**src/rtl/soc_mem_pkg.sv**
```systemverilog
// Shared data-memory types: request payload struct and arbiter port identifiers.
// Widths here match the SoC's dmem instance; dmem_arbiter defaults to them.
package soc_mem_pkg;

    localparam int DMEM_ADDR_W = 10;
    localparam int DMEM_DATA_W = 32;
    localparam int DMEM_STRB_W = DMEM_DATA_W / 8;

    typedef struct packed {
        logic                   we;
        logic [DMEM_STRB_W-1:0] strb;
        logic [DMEM_ADDR_W-1:0] addr;
        logic [DMEM_DATA_W-1:0] wdata;
    } mem_req_t;

    typedef enum logic {
        ARB_CPU  = 1'b0,
        ARB_BOOT = 1'b1
    } arb_port_e;

endpackage

```
**src/rtl/arb_sel.sv**
```systemverilog
// Two-port grant selection. DMEM_ARB_RR_EN picks round-robin; otherwise fixed
// priority (CPU first) with a starvation override for the boot/DMA port.
module arb_sel
    import soc_mem_pkg::*;
(
    input  logic [1:0] req,
    input  arb_port_e  last,
    input  logic       starve,
    output logic [1:0] gnt
);

`ifdef DMEM_ARB_RR_EN
    logic unused_starve;
    assign unused_starve = starve;

    // On contention the port that did not win last time goes first.
    always_comb begin
        gnt = 2'b00;
        if (req == 2'b11) begin
            gnt = (last == ARB_BOOT) ? 2'b01 : 2'b10;
        end else begin
            gnt = req;
        end
    end
`else
    logic unused_last;
    assign unused_last = last;

    always_comb begin
        gnt = 2'b00;
        if (starve && req[1]) begin
            gnt = 2'b10;
        end else if (req[0]) begin
            gnt = 2'b01;
        end else if (req[1]) begin
            gnt = 2'b10;
        end
    end
`endif

endmodule

```
**src/rtl/dmem_arbiter.sv**
```systemverilog
// Shares one synchronous-read dmem port between the CPU (port 0) and boot/DMA (port 1).
// Build option DMEM_ARB_RR_EN replaces fixed priority + starvation counter with round-robin.
module dmem_arbiter
    import soc_mem_pkg::*;
#(
    parameter int ADDR_WIDTH   = DMEM_ADDR_W,
    parameter int DATA_WIDTH   = DMEM_DATA_W,
    parameter int STARVE_LIMIT = 8
) (
    input  logic                    clk,
    input  logic                    rst_n,

    input  logic                    m0_req,
    input  logic                    m0_we,
    input  logic [DATA_WIDTH/8-1:0] m0_strb,
    input  logic [ADDR_WIDTH-1:0]   m0_addr,
    input  logic [DATA_WIDTH-1:0]   m0_wdata,
    output logic                    m0_gnt,
    output logic                    m0_rvalid,
    output logic [DATA_WIDTH-1:0]   m0_rdata,

    input  logic                    m1_req,
    input  logic                    m1_we,
    input  logic [DATA_WIDTH/8-1:0] m1_strb,
    input  logic [ADDR_WIDTH-1:0]   m1_addr,
    input  logic [DATA_WIDTH-1:0]   m1_wdata,
    output logic                    m1_gnt,
    output logic                    m1_rvalid,
    output logic [DATA_WIDTH-1:0]   m1_rdata,

    output logic                    mem_en,
    output logic                    mem_we,
    output logic [DATA_WIDTH/8-1:0] mem_strb,
    output logic [ADDR_WIDTH-1:0]   mem_addr,
    output logic [DATA_WIDTH-1:0]   mem_wdata,
    input  logic [DATA_WIDTH-1:0]   mem_rdata
);

    localparam int STRB_W = DATA_WIDTH / 8;

    typedef struct packed {
        logic                  we;
        logic [STRB_W-1:0]     strb;
        logic [ADDR_WIDTH-1:0] addr;
        logic [DATA_WIDTH-1:0] wdata;
    } req_t;

    req_t       m0_bus;
    req_t       m1_bus;
    req_t       mem_bus;
    logic [1:0] req_v;
    logic [1:0] gnt_v;
    logic       starve;
    arb_port_e  last_q;
    arb_port_e  rd_owner_q;
    logic       rd_pend_q;

    assign m0_bus = '{we: m0_we, strb: m0_strb, addr: m0_addr, wdata: m0_wdata};
    assign m1_bus = '{we: m1_we, strb: m1_strb, addr: m1_addr, wdata: m1_wdata};

    // Masking with rst_n keeps the memory port quiet while reset is held.
    assign req_v = {m1_req, m0_req} & {2{rst_n}};

`ifdef DMEM_ARB_RR_EN
    localparam int unused_starve_limit = STARVE_LIMIT;
    assign starve = 1'b0;
`else
    localparam int CNT_W = (STARVE_LIMIT > 0) ? $clog2(STARVE_LIMIT + 1) : 1;
    localparam logic [CNT_W-1:0] CNT_MAX = CNT_W'(STARVE_LIMIT);

    logic [CNT_W-1:0] starve_cnt;

    assign starve = (STARVE_LIMIT != 0) && (starve_cnt == CNT_MAX);

    always_ff @(posedge clk or negedge rst_n) begin
        if (!rst_n) begin
            starve_cnt <= '0;
        end else if (!m1_req || gnt_v[1]) begin
            starve_cnt <= '0;
        end else if (starve_cnt != CNT_MAX) begin
            starve_cnt <= starve_cnt + 1'b1;
        end
    end
`endif

    arb_sel u_sel (
        .req    (req_v),
        .last   (last_q),
        .starve (starve),
        .gnt    (gnt_v)
    );

    assign m0_gnt = gnt_v[0];
    assign m1_gnt = gnt_v[1];
    assign mem_en = |gnt_v;

    always_comb begin
        mem_bus = '0;
        if (gnt_v[0]) begin
            mem_bus = m0_bus;
        end else if (gnt_v[1]) begin
            mem_bus = m1_bus;
        end
    end

    assign mem_we    = mem_bus.we;
    assign mem_strb  = mem_bus.strb;
    assign mem_addr  = mem_bus.addr;
    assign mem_wdata = mem_bus.wdata;

    always_ff @(posedge clk or negedge rst_n) begin
        if (!rst_n) begin
            rd_pend_q  <= 1'b0;
            rd_owner_q <= ARB_CPU;
            last_q     <= ARB_BOOT;
        end else begin
            rd_pend_q <= mem_en & ~mem_bus.we;
            if (mem_en) begin
                last_q <= gnt_v[1] ? ARB_BOOT : ARB_CPU;
                if (!mem_bus.we) begin
                    rd_owner_q <= gnt_v[1] ? ARB_BOOT : ARB_CPU;
                end
            end
        end
    end

    // Read data is steered to the owner only; the other port sees zeros.
    assign m0_rvalid = rd_pend_q && (rd_owner_q == ARB_CPU);
    assign m1_rvalid = rd_pend_q && (rd_owner_q == ARB_BOOT);
    assign m0_rdata  = m0_rvalid ? mem_rdata : '0;
    assign m1_rdata  = m1_rvalid ? mem_rdata : '0;

endmodule

```
**config.mk**
```make
export PLATFORM = sky130hd
export DESIGN_NAME = dmem_arbiter
export DESIGN_NICKNAME = d
export VERILOG_FILES = /design/src/rtl/soc_mem_pkg.sv /design/src/rtl/arb_sel.sv /design/src/rtl/dmem_arbiter.sv
export SDC_FILE = /design/constraint.sdc
export NUM_CORES = 1
export LEC_CHECK = 0
export ABC_AREA = 0
export BUFFER_PORTS_ARGS = -buffer_cell sky130_fd_sc_hd__buf_2
export CORE_AREA = 5 5 93 95
export DETAILED_ROUTE_END_ITERATION = 12
export DIE_AREA = 0 0 98 100
export PLACE_DENSITY_LB_ADDON = 0.12
export SLEW_MARGIN = 20
export SYNTH_ARGS = -nofsm -noshare
export SYNTH_HDL_FRONTEND = slang
export SYNTH_HIERARCHICAL = 1
export SYNTH_SLANG_ARGS = --single-unit
```
**constraint.sdc**
```tcl
create_clock -name clk -period 3.3 [get_ports clk]
set_input_delay 0.33 -clock clk [delete_from_list [all_inputs] [get_ports clk]]
set_output_delay 0.33 -clock clk [all_outputs]
set_load 0.05 [all_outputs]
```
==> results.py, run 1 <==
metrics = {
    "grt": {
        "antenna_found_initial": 0,
        "grt_max_degree": 48,
        "grt-ovfl-total": 0,
        "track_usage_pct": 14.63,
        "grt_pass1_vias": 2207,
        "grt_pass1_wl_mm": 11.77,
    },
    "finish": {
        "drive_gt1_share_pct": 63.61,
        "syn_to_final_growth_pct": 98.26,
        "final-seq-area_sq_um": 150.1,
        "utilization_pct": 35.36,
        "nets": 538,
        "n_fill_cell": 846,
        "multi_input_comb_area_sq_um": 1066,
        "n_antenna_cell": 0,
    },
    "drt": {
        "drtAntennaViolNets": 0,
        "dr.first_iter.drc_count": 64,
        "vias": 2204,
        "post-route-drc-count": 0,
        "vias_per_cell": 4.356,
        "drtPass1Iterations": 4,
        "wl_mm": 7.815,
        "wl_per_cell_um": 15.44,
    },
    "placed_design": {
        "pre_cts_ws_ns": 0.6673,
        "gp_congestion": 0.8080,
        "port_buffers": 245,
        "dp_hpwl_mm": 6.759,
    },
    "sta": {
        "worst_pin_slew_ns": 0.9090,
        "finClkSkew_ns": 0.004386,
        "fmax_mhz": 343.4,
        "rsz0062_at_grt": "no",
        "finalSetupViolations": 0,
        "setup_tns_ns": 0,
        "finalCritPeriodShare_pct": 88.23,
        "slew_violations": 0,
        "slew_headroom_pct": 39.40,
        "hold_viol": 0,
        "min_period_ns": 2.912,
        "fin_ws_ns": 0.3883,
    },
    "min_path": {
        "whs_endpoint": "rd_pend_q",
        "hold_class": "in2reg",
        "hold_start": "m1_we",
        "whs_path_depth": 2,
    },
    "yosys": {
        "syn_inst": 172,
        "syn-num-nets": 304,
        "synth-warning-count": 6,
        "syn_area_sq_um": 1364,
        "syn-mean-instance-area_sq_um": 7.929,
    },
    "clock_network": {
        "cts.clk_slew.worst_paths_ns": 0.03,
        "cts_root_buffer": "clkbuf_8",
        "cts_buffers": 3,
        "cts_tree": "built",
        "htreeDepth": 1,
        "insertion_delay_ns": 0.22,
        "post-cts-setup-buffers": 0,
        "cts.sinks": 6,
        "cts_max_path_buffers": 2,
    },
    "die": {
        "fp.dieArea_sq_um": 9800,
        "coreArea_sq_um": 7647,
        "initial_core_util_pct": 17.83,
        "fp.dieH_um": 100,
        "ios": 246,
        "die_x_um": 98,
        "rows": 32,
    },
    "worst_setup_path": {
        "crit_path_end_kind": "output port",
        "r2r_start": "starve_cnt[0]",
        "criticalPathCategory": "in2out",
        "reg2reg_depth": 8,
        "startpoint_type": "input pin",
        "critical_path_arrival_ns": 2.58,
        "timing.rr.end": "rd_pend_q",
        "worstPathMaxFanout": 47,
        "required_ns": 2.97,
        "r2r_slack_ns": 1.19,
    },
    "status": {
        "outcome": "finished, final reports clean",
    },
    "power": {
        "p_total_w": 0.0008587,
        "p_per_area_nw_per_um2": 317.6,
        "irDropWorstVdd_uv": 116.6,
        "power_leakage_nw": 1.794,
    },
    "flow_run": {
        "cap_violations": 0,
    },
}
-- state kept, by name, indices dropped and copies added, names as in the netlist --
register / cells
rd_owner_q: 1
starve_cnt: 4
rd_pend_q: 1
-- cell type report --
type / instances / share of cell area [%]
Inverter: 4 / 0.5553
Timing Repair Buffer: 251 / 48.22
Tap cell: 102 / 4.720
Multi-Input combinational cell: 140 / 39.43
Clock buffer: 3 / 1.527
Sequential cell: 6 / 5.553
-- how the worst max path moves through the flow --
stage             startpoint       endpoint  depth (start not counted)
2_1_floorplan  starve_cnt[0]    mem_addr[0]                         10
3_3_place_gp   starve_cnt[0]  mem_wdata[21]                          9
3_5_place_dp   starve_cnt[0]  mem_wdata[21]                          9
4_1_cts                rst_n  mem_wdata[21]                          8
5_1_grt                rst_n   mem_wdata[1]                          8
6_report               rst_n  mem_wdata[21]                          8
-- worst max-delay path: stages --
cell	delay, ns
dlygate4sd3_1	0.54
buf_2	0.21
and2_1	0.21
a21boi_1	0.21
nor2b_4	0.16
buf_4	0.41
a22o_1	0.23
buf_2	0.27
-- routing by layer --
layer / share of wire (%) / vias to the layer above / global-route usage [%]
met5: 0 / - / 0
met4: 0.090 / 0 / 1.597
met3: 12 / 2 / 5.559
met2: 53 / 133 / 29.32
met1: 35 / 964 / 14.67
li1: - / 1105 / -
-- cells in the final DEF (no fill, tap or decap), drive strengths merged --
master,count
a21boi,2
inv,4
nand2,2
buf,250
and3,32
and2,35
a22o,47
and3b,1
dfrtp,6
dlygate4sd3,1
clkbuf,3
a221oi,1
xnor2,1
nand3b,4
or3b,2
nor4b,1
ha,2
nand3,1
nand2b,1
nor2,1
nor2b,2
mux2i,4
o21ai,1
-- report_power, final --
part,total (W),leakage [nW],internal (W),switching [W]
logic,0.000647,1.69,0.000189,0.000458
clock network,0.000109,0.0216,0.0000783,0.0000305
registers,0.000103,0.0785,0.0000797,0.0000231
-- what timing repair did --
action,in CTS,in global routing
hold buffers,1,0
gates resized for setup,0,0
hold endpoints to repair,6,0
-- per-stage QoR --
stage               hold WS (ns)  area [sq um]  std cells
floorplan                0.03441          1364        172
detailed placement        0.1760          2653        502
CTS                       0.3358          2704        506
global placement          0.1756          2653        502
global route              0.3573          2704        506
finish                    0.3374          2704        506
Power figures use the tool's default switching activity.
==> run 2: changes to the inputs <==
ABC_AREA = 1   (was 0)
==> results.py, run 2 <==
metrics = {
    "power": {
        "power_frac_seq_pct": 10.6,
        "power_leakage_nw": 2.079,
        "power.share.clock_pct": 13.5,
        "switching_share_pct": 61.58,
        "switching_power_w": 0.0004923,
        "p_per_area_nw_per_um2": 290.8,
        "irDropWorstVdd_uv": 114.0,
        "intPower_w": 0.0003072,
        "p_total_w": 0.0007995,
        "p_comb_share_pct": 75.9,
    },
    "finish": {
        "final_cells": 643,
        "final_cell_mix": "buf_2 (245), nand2_1 (108), nor2_1 (66), nand3_1 (53), inv_1 (46)",
        "largest_register_ffs": 4,
        "n_fill_cell": 888,
        "largest-register": "starve_cnt",
        "syn_to_final_growth_pct": 84.47,
        "nets": 675,
        "stdcell_area_sq_um": 2749,
        "drive_gt1_share_pct": 47.32,
        "n_antenna_cell": 0,
        "mostFrequentLayoutCell": "buf_2",
        "top_regs": "starve_cnt (4), rd_owner_q (1), rd_pend_q (1)",
    },
    "sta": {
        "slew_violations": 0,
        "worst_pin_slew_ns": 0.5694,
        "fmax_mhz": 358.3,
        "finalCritPeriodShare_pct": 84.56,
        "finClkSkew_ns": 0.0003494,
        "min_period_ns": 2.791,
        "rsz0062_at_grt": "no",
        "setup_tns_ns": 0,
        "finalSetupViolations": 0,
        "hold_viol": 0,
        "slew_headroom_pct": 61.90,
    },
    "worst_setup_path": {
        "r2r_start": "starve_cnt[0]",
        "slowest_delay_ns": 0.52,
        "slowest_stage": "dlygate4sd3_1",
        "worstPathMaxFanout": 35,
        "critical_path_arrival_ns": 2.46,
        "required_ns": 2.97,
        "reg2reg_depth": 12,
        "criticalPathCategory": "in2out",
        "timing.rr.end": "starve_cnt[0]",
        "critical_path.startpoint": "rst_n",
        "crit_path_end_kind": "output port",
        "path_cells": "dlygate4sd3_1 > buf_2 > nand2_1 > inv_1 > a21oi_4 > inv_2 > buf_4 > nand3_1 > nand2_1 > buf_2",
        "startpoint_type": "input pin",
        "r2r_slack_ns": 1.23,
        "critPathCapture": "mem_wdata[2]",
    },
    "drt": {
        "wl_per_cell_um": 11.90,
        "dr.first_iter.drc_count": 35,
        "vias_per_cell": 4.084,
        "post-route-drc-count": 0,
        "wl_mm": 7.652,
        "vias": 2626,
        "drtAntennaViolNets": 0,
        "drtPass1Iterations": 4,
    },
    "placed_design": {
        "port_buffers": 245,
        "postPlaceCellArea_sq_um": 2695,
        "gp_congestion": 0.8743,
        "place_inst": 639,
        "dp_hpwl_mm": 6.584,
    },
    "clock_network": {
        "insertion_delay_ns": 0.22,
        "cts_buffers": 3,
        "cts_tree": "built",
        "cts_max_path_buffers": 2,
        "post-cts-setup-buffers": 0,
        "cts.sinks": 6,
        "cts_root_buffer": "clkbuf_8",
        "cts.clk_slew.worst_paths_ns": 0.04,
        "htreeDepth": 1,
    },
    "die": {
        "initial_core_util_pct": 19.49,
        "die_x_um": 98,
        "rows": 32,
        "fp.dieArea_sq_um": 9800,
        "ios": 246,
        "fp.dieH_um": 100,
        "coreArea_sq_um": 7647,
    },
    "grt": {
        "grt_max_degree": 51,
        "track_usage_pct": 14.12,
        "grt-ovfl-total": 0,
        "grt_pass1_vias": 2570,
        "antenna_found_initial": 0,
        "grt_pass1_wl_mm": 11.85,
    },
    "yosys": {
        "syn-num-nets": 442,
        "syn_inst": 310,
        "syn-mean-instance-area_sq_um": 4.807,
        "synth-warning-count": 6,
        "syn_area_sq_um": 1490,
    },
    "min_path": {
        "hold_start": "m0_we",
        "hold_class": "in2reg",
    },
    "flow_run": {
        "cap_violations": 0,
    },
    "status": {
        "outcome": "finished, final reports clean",
    },
}
-- run 2: cell count changes in the layout (fill, tap and decap cells not counted), moves of 4 or more --
cell | previous run | this run
mux2i_1 | 4 | 0
and2_1 | 35 | 0
a22o_1 | 47 | 0
and3_1 | 32 | 0
inv_1 | 4 | 46
nor2_1 | 1 | 66
nand3_1 | 1 | 53
nand2_1 | 2 | 108
nand3b_1 | 4 | 0
-- run 2: worst min-delay path by stage --
stage / cells after the start / to / slack, ns
2_1_floorplan: 0 / rd_owner_q / 0.03
5_1_grt: 3 / starve_cnt[2] / 0.45
6_report: 4 / rd_owner_q / 0.42
4_1_cts: 4 / rd_owner_q / 0.42
3_5_place_dp: 1 / starve_cnt[3] / 0.18
3_3_place_gp: 1 / starve_cnt[3] / 0.18
-- run 2: metrics by stage --
| step | hold slack [ns] | util, % | worst slack [ns] |
|---|---|---|---|
| finish | 0.4237 | 35.95 | 0.5094 |
| global route | 0.4467 | 35.95 | 0.2568 |
| CTS | 0.4191 | 35.91 | 0.4626 |
| detailed placement | 0.1820 | 35.24 | 0.8263 |
| global placement | 0.1772 | 35.24 | 0.8980 |
| floorplan | 0.03441 | - | 0.3952 |
-- run 2: per-layer routing --
layer / track usage [%] / up-vias / wire [um]
met5: 0 / - / 0
met3: 3.544 / 4 / 828
met4: 1.597 / 0 / 44
met1: 14.70 / 1084 / 2673
li1: - / 1384 / -
met2: 28.95 / 154 / 4104
-- run 2: layout make-up --
cell class	instances	area [sq um]	share of cell area [%]
Clock buffer	3	41.29	1.502
Inverter	48	180.2	6.554
Multi-Input combinational cell	235	991.0	36.05
Sequential cell	6	150.1	5.462
Tap cell	102	127.6	4.643
Timing Repair Buffer	249	1259	45.79
-- run 2: timing repair --
item / CTS / global route
gates resized for setup: 0 / 0
hold endpoints to repair: 6 / 0
hold buffers: 1 / 0
-- run 2: critical path: cells and delay by family --
| family | cells | cell delay [ns] |
|---|---|---|
| compound gates | 1 | 0.07 |
| simple gates | 3 | 0.24 |
| buf+inv | 6 | 1.81 |
-- run 2: power groups by stage --
stage / clock (W) / combinational [W] / sequential (W)
after floorplan: 0 / 0.000448 / 0.0000845
after global placement: 0 / 0.000613 / 0.0000851
after detailed placement: 0 / 0.000612 / 0.0000856
after CTS: 0.000114 / 0.000614 / 0.0000846
after global routing: 0.000118 / 0.000649 / 0.0000857
final: 0.000108 / 0.000607 / 0.0000851
